==> src/rtl/write_back_scoreboard_if.sv <==
// write_back_scoreboard_if
//   Bundles the ID-stage hazard query and the scoreboard's stall response.
//   Ports (signals):
//     id_valid, id_rs_1, id_rs_2, id_uses_rs_1, id_uses_rs_2,
//     id_rd, id_reg_write, id_mem_read, ex_flush    : ID stage -> scoreboard
//     stall, hazard_rs_1, hazard_rs_2, stall_count   : scoreboard -> pipeline
//   Modports: master (pipeline side), slave (scoreboard side).
interface write_back_scoreboard_if #(
    parameter int unsigned CNT_W = 16
);
    logic             id_valid;
    logic [4:0]       id_rs_1;
    logic [4:0]       id_rs_2;
    logic             id_uses_rs_1;
    logic             id_uses_rs_2;
    logic [4:0]       id_rd;
    logic             id_reg_write;
    logic             id_mem_read;
    logic             ex_flush;
    logic             stall;
    logic             hazard_rs_1;
    logic             hazard_rs_2;
    logic [CNT_W-1:0] stall_count;

    modport master (
        output id_valid, id_rs_1, id_rs_2, id_uses_rs_1, id_uses_rs_2,
               id_rd, id_reg_write, id_mem_read, ex_flush,
        input  stall, hazard_rs_1, hazard_rs_2, stall_count
    );

    modport slave (
        input  id_valid, id_rs_1, id_rs_2, id_uses_rs_1, id_uses_rs_2,
               id_rd, id_reg_write, id_mem_read, ex_flush,
        output stall, hazard_rs_1, hazard_rs_2, stall_count
    );
endinterface

==> src/rtl/write_back_scoreboard.sv <==
// write_back_scoreboard
//   Tracks register writes in flight through EX, MEM and WB with a shadow
//   pipeline and stalls decode when a source operand cannot be forwarded yet.
//   Ports:
//     clk  : pipeline clock, rising edge
//     rst  : asynchronous active-low reset
//     bus  : write_back_scoreboard_if.slave (ID query in, stall/hazard/count out)
module write_back_scoreboard #(
    parameter int unsigned CNT_W = 16
) (
    input logic                    clk,
    input logic                    rst,
    write_back_scoreboard_if.slave bus
);

    typedef struct packed {
        logic       valid;
        logic [4:0] rd;
        logic       reg_write;
        logic       mem_read;
    } entry_t;

    entry_t s_ex_q, s_ex_d;
    entry_t s_mem_q;
    entry_t s_wb_q;

    logic [CNT_W-1:0] stall_count_q, stall_count_d;
    logic             hazard_1, hazard_2, stall_int;

    // S_WB is kept for write-back visibility only; no hazard reads it.
    logic unused_wb;
    assign unused_wb = ^s_wb_q;

    // Youngest entry decides: an EX match always stalls; a MEM match only
    // stalls for loads, whose data forwards from WB one cycle later.
    function automatic logic src_hazard(input logic [4:0] rs, input logic uses,
                                        input logic id_valid, input entry_t ex,
                                        input entry_t mem);
        logic hz;
        hz = 1'b0;
        if (id_valid && uses && (rs != 5'd0)) begin
            if (ex.valid && ex.reg_write && (ex.rd == rs)) begin
                hz = 1'b1;
            end else if (mem.valid && mem.reg_write && mem.mem_read && (mem.rd == rs)) begin
                hz = 1'b1;
            end
        end
        return hz;
    endfunction

    always_comb begin
        hazard_1  = src_hazard(bus.id_rs_1, bus.id_uses_rs_1, bus.id_valid, s_ex_q, s_mem_q);
        hazard_2  = src_hazard(bus.id_rs_2, bus.id_uses_rs_2, bus.id_valid, s_ex_q, s_mem_q);
        // A flush kills the ID instruction, so there is nothing to hold.
        stall_int = (hazard_1 | hazard_2) & ~bus.ex_flush;
    end

    always_comb begin
        s_ex_d = '0;
        if (bus.id_valid && !stall_int && !bus.ex_flush) begin
            s_ex_d.valid     = 1'b1;
            s_ex_d.rd        = bus.id_rd;
            // x0 writes are architecturally dropped and never create a hazard.
            s_ex_d.reg_write = bus.id_reg_write && (bus.id_rd != 5'd0);
            s_ex_d.mem_read  = bus.id_mem_read;
        end
    end

    always_comb begin
        stall_count_d = stall_count_q;
        if (stall_int && (stall_count_q != {CNT_W{1'b1}})) begin
            stall_count_d = stall_count_q + 1'b1;
        end
    end

    always_ff @(posedge clk or negedge rst) begin
        if (!rst) begin
            s_ex_q        <= '0;
            s_mem_q       <= '0;
            s_wb_q        <= '0;
            stall_count_q <= '0;
        end else begin
            s_ex_q        <= s_ex_d;
            s_mem_q       <= s_ex_q;
            s_wb_q        <= s_mem_q;
            stall_count_q <= stall_count_d;
        end
    end

    assign bus.stall       = stall_int;
    assign bus.hazard_rs_1 = hazard_1;
    assign bus.hazard_rs_2 = hazard_2;
    assign bus.stall_count = stall_count_q;

endmodule

==> src/flat_wrapper.sv <==
// flat-port wrapper written by rule: the top's interface ports become plain ports
module write_back_scoreboard_flat 
#(
    parameter int unsigned CNT_W = 16
)
  (clk, rst, bus_id_valid, bus_id_rs_1, bus_id_rs_2, bus_id_uses_rs_1, bus_id_uses_rs_2, bus_id_rd, bus_id_reg_write, bus_id_mem_read, bus_ex_flush, bus_stall, bus_hazard_rs_1, bus_hazard_rs_2, bus_stall_count);
  write_back_scoreboard_if #(.CNT_W(CNT_W)) bus_i ();
  input logic clk;
  input logic rst;
  input wire logic [$bits(bus_i.id_valid)-1:0] bus_id_valid;
  input wire logic [$bits(bus_i.id_rs_1)-1:0] bus_id_rs_1;
  input wire logic [$bits(bus_i.id_rs_2)-1:0] bus_id_rs_2;
  input wire logic [$bits(bus_i.id_uses_rs_1)-1:0] bus_id_uses_rs_1;
  input wire logic [$bits(bus_i.id_uses_rs_2)-1:0] bus_id_uses_rs_2;
  input wire logic [$bits(bus_i.id_rd)-1:0] bus_id_rd;
  input wire logic [$bits(bus_i.id_reg_write)-1:0] bus_id_reg_write;
  input wire logic [$bits(bus_i.id_mem_read)-1:0] bus_id_mem_read;
  input wire logic [$bits(bus_i.ex_flush)-1:0] bus_ex_flush;
  output wire logic [$bits(bus_i.stall)-1:0] bus_stall;
  output wire logic [$bits(bus_i.hazard_rs_1)-1:0] bus_hazard_rs_1;
  output wire logic [$bits(bus_i.hazard_rs_2)-1:0] bus_hazard_rs_2;
  output wire logic [$bits(bus_i.stall_count)-1:0] bus_stall_count;
  assign bus_i.id_valid = bus_id_valid;
  assign bus_i.id_rs_1 = bus_id_rs_1;
  assign bus_i.id_rs_2 = bus_id_rs_2;
  assign bus_i.id_uses_rs_1 = bus_id_uses_rs_1;
  assign bus_i.id_uses_rs_2 = bus_id_uses_rs_2;
  assign bus_i.id_rd = bus_id_rd;
  assign bus_i.id_reg_write = bus_id_reg_write;
  assign bus_i.id_mem_read = bus_id_mem_read;
  assign bus_i.ex_flush = bus_ex_flush;
  assign bus_stall = bus_i.stall;
  assign bus_hazard_rs_1 = bus_i.hazard_rs_1;
  assign bus_hazard_rs_2 = bus_i.hazard_rs_2;
  assign bus_stall_count = bus_i.stall_count;
  write_back_scoreboard #(.CNT_W(CNT_W)) u_core (.clk(clk), .rst(rst), .bus(bus_i));
endmodule
==> config.mk <==
export PLATFORM = sky130hd
export DESIGN_NAME = write_back_scoreboard_flat
export DESIGN_NICKNAME = d
export VERILOG_FILES = /design/src/rtl/write_back_scoreboard_if.sv /design/src/rtl/write_back_scoreboard.sv /design/src/flat_wrapper.sv
export SDC_FILE = /design/constraint.sdc
export NUM_CORES = 1
export LEC_CHECK = 0
export ABC_CLOCK_PERIOD_IN_PS = 4600
export BUFFER_PORTS_ARGS = -buffer_cell sky130_fd_sc_hd__buf_2
export CAP_MARGIN = 15
export CORE_UTILIZATION = 56
export DETAILED_ROUTE_END_ITERATION = 7
export PLACE_DENSITY = 0.95
export SLEW_MARGIN = 20
export SYNTH_ARGS = -nofsm -noshare
export SYNTH_HDL_FRONTEND = slang
export SYNTH_SLANG_ARGS = --single-unit
==> constraint.sdc <==
create_clock -name clk -period 4.6 [get_ports clk]
set_input_delay 0.23 -clock clk [delete_from_list [all_inputs] [get_ports clk]]
set_output_delay 0.23 -clock clk [all_outputs]
set_load 0.03 [all_outputs]
==> reports/qor.csv <==
stage,metric,value,unit
drt,drtAntennaViolNets,0,
cts,insertion_delay,340,ps
worst_setup_path,worstPathArrival,2050,ps
worst_setup_path,max_stage_delay,400,ps
global_route,grt.overflow.total,0,
cts,cts_buffers,5,
timing,rsz0062_at_grt,false,
hold_path,min_to,u_core.s_ex_q[4],
drt,avgViaCountPerCell,5.57,
place,hpwlAfterDp,2600,µm
cells_and_area,final_nets,210,
cells_and_area,antennaDiodeCount,0,
floorplanning,die-area,3120,µm²
worst_setup_path,critPathMaxFanout,16,
floorplanning,num_rows,19,
cts,clk_path_buf_depth,2,
drt,drt_iter0_drc,60,
cts,post_cts_buffers,0,
timing,relSlewSlack,53.5,%
cts,clk_pin_slew,90,ps
yosys,syn_avg_cell_area,11.7,µm²
hold_path,hp-class,in -> reg,
worst_setup_path,crit_slowest_cell,dfrtp_1,
drt,post_drt_wl_per_cell,15.3,µm
worst_setup_path,reg2reg_depth,7,
cts,htreeDepth,2,
outcome,status,finished clean,
timing,tightest_slew,697,ps
floorplanning,core_area,2760,µm²
cells_and_area,syn_to_final_growth,18.3,%
yosys,synth.most_common_cell,dfrtp_1,
global_route,grt_max_degree,33,
cells_and_area,multi_input_area,798,µm²
timing,period_share,49.5,%
yosys,syn_inst,139,
cells_and_area,drive_above_1_share,31.6,%
power_and_ir_drop,power_density,262,nW/µm²
yosys,synth-warning-count,0,
worst_setup_path,worstSetupPathType,reg -> out,
worst_setup_path,cp_cell_sequence,xor2_1 > nor4_1 > nand3_1 > a21oi_4 > nor2_4 > nor2_1 > buf_2,
floorplanning,io_pins,42,
worst_setup_path,rrSetupSlack,2390,ps
timing,hold_ws,106,ps
timing,fmax,439,MHz
worst_setup_path,rr_startpoint,u_core.s_mem_q[3],
worst_setup_path,setup.worst_path.end_class,output port,
yosys,ys_ff_latch,32,
cts,cts.sinks,32,
global_route,grt_pass1_wl,5850,µm
worst_setup_path,worstSetupStartpointType,register,
timing,fin_skew,11.7,ps
drt,vias,1215,
power_and_ir_drop,vdd_drop_max,0.000254,V
global_route,antenna_found_initial,0,
cells_and_area,seqCellArea,801,µm²
yosys,yosysTopAreaCell,dfrtp_1,
timing,timing.final.crit_period,2280,ps
yosys,synth-async-reset-ratio,100,%
worst_setup_path,timing.rr.end,u_core.bus.stall_count[14],
yosys,ys_types,33,
place,io_buffers,41,
yosys,yosys-top-cells-count,"dfrtp_1, xor2_1, nand3_1, xnor2_1, nor4_1",
drt,drtPass1Iterations,4,
timing,tns,0,ps
yosys,synth_top_area_share,49.3,%
cts,cts_tree,done,
drt,drc_errors,0,
cells_and_area,fillers,198,
power_and_ir_drop,p_leak,0.000993,µW
floorplanning,chipHeight,55.9,µm
cts,cts-root-buf,clkbuf_4,
yosys,syn_nets,163,
hold_path,min-delay-start,bus_id_rd[2],
place,place_congestion,0.876,
global_route,gr-usage-all-layers,25.4,%
yosys,synth_area_leaders,"dfrtp_1, xor2_1, xnor2_1",
cts,cts_resized,0,
timing,setup_viol,0,
timing,finalHoldViolCount,0,
floorplanning,start_util,58.9,%
yosys,syn_area,1630,µm²
yosys,synth_edf_count,0,
floorplanning,die_w,55.9,µm
global_route,grt_pass1_vias,1257,
timing,slew_violations,0,
worst_setup_path,worstPathRequired,4370,ps
job,cap_violations,0,
yosys,synthFlopType,dfrtp_1,
yosys,seq_area_frac_synth,49.3,%
drt,routed_wl,3340,µm
hold_path,whs_path_depth,2,
[cell families after synthesis]
group | synth area share, %
AO/OA/AOI/OAI | 4.00
XOR/XNOR | 17.8
adder cells (fa/ha/maj) | 0.770
buffers and inverters | 1.62
flip-flops | 49.3
multiplexers | 2.08
AND/OR/NAND/NOR | 24.5
[worst max-delay path by stage]
| stage | endpoint | cells past startpoint | from | slack, ps |
|---|---|---|---|---|
| floorplan | bus_stall | 7 | u_core.s_ex_q[6] | 2400 |
| global placement | u_core.bus.stall_count[1] | 7 | bus_id_rs_2[0] | 2350 |
| detailed placement | u_core.bus.stall_count[1] | 7 | bus_id_rs_2[0] | 2330 |
| CTS | bus_stall | 7 | u_core.s_mem_q[3] | 2290 |
| global route | bus_stall | 7 | u_core.s_mem_q[3] | 2140 |
| finish | bus_stall | 7 | u_core.s_mem_q[3] | 2320 |
[sequential cells by signal (all words and copies together) (netlist names)]
signal and flops:
u_core.bus.stall_count 16, u_core.s_mem_q 8, u_core.s_ex_q 8
[where the power goes]
part / switching (µW) / internal (µW)
Combinational: 25.5 / 19.6
Sequential: 5.04 / 287
Clock: 90.4 / 75.3
[worst max-delay path: cells and delay by family (launching register included)]
| kind | cells | cell delay, ps |
|---|---|---|
| compound gates | 1 | 260 |
| xor+xnor | 1 | 180 |
| flops | 1 | 400 |
| buf+inv | 1 | 200 |
| simple gates | 4 | 680 |
[layout make-up]
class	count	share of cell area (%)
tap	31	2.02
inverter	3	0.586
timing repair buffer	42	11.2
sequential	32	41.6
clock buffer	8	3.06
multi-input combinational	102	41.5
[per-stage QoR]
step | instance area, µm² | utilization, % | worst slack (ps) | total power [µW] | std cells
after floorplan | 1630 | - | 2400 | 318 | 139
after global placement | 1850 | 67.2 | 2350 | 341 | 209
after detailed placement | 1850 | 67.2 | 2330 | 343 | 209
after CTS | 1920 | 69.7 | 2290 | 510 | 218
after global routing | 1920 | 69.7 | 2140 | 525 | 218
final | 1920 | 69.7 | 2320 | 503 | 218
[cell usage in the layout (no fill, tap or decap), types with 2 or more instances in the layout]
| cell type | count |
|---|---|
| mux2_2 | 3 |
| xor2_1 | 24 |
| nand2b_1 | 2 |
| nor4_2 | 3 |
| clkbuf_1 | 2 |
| nand3_1 | 9 |
| nor4_1 | 8 |
| buf_2 | 41 |
| and2_1 | 6 |
| xnor2_1 | 9 |
| and3b_1 | 2 |
| clkbuf_4 | 5 |
| nand4_1 | 4 |
| nand4b_1 | 2 |
| inv_1 | 3 |
| dfrtp_1 | 32 |
| nand2_1 | 6 |
| nor2_1 | 5 |
| a21oi_4 | 2 |
| o211ai_1 | 2 |
| or4_1 | 2 |
[timing repair]
action	4_1_cts	5_1_grt
hold buffers	1	0
endpoints found under the setup margin	0	0
endpoints found under the hold margin	32	0
[per-layer routing]
layer	up-vias	GRT usage, %	wire [µm]
li1	588	-	-
met1	575	31.8	1330
met2	40	41.1	1710
met3	12	4.88	153
met4	0	15.3	144
met5	-	0	0
No activity file was read; power rests on OpenSTA's default activity.
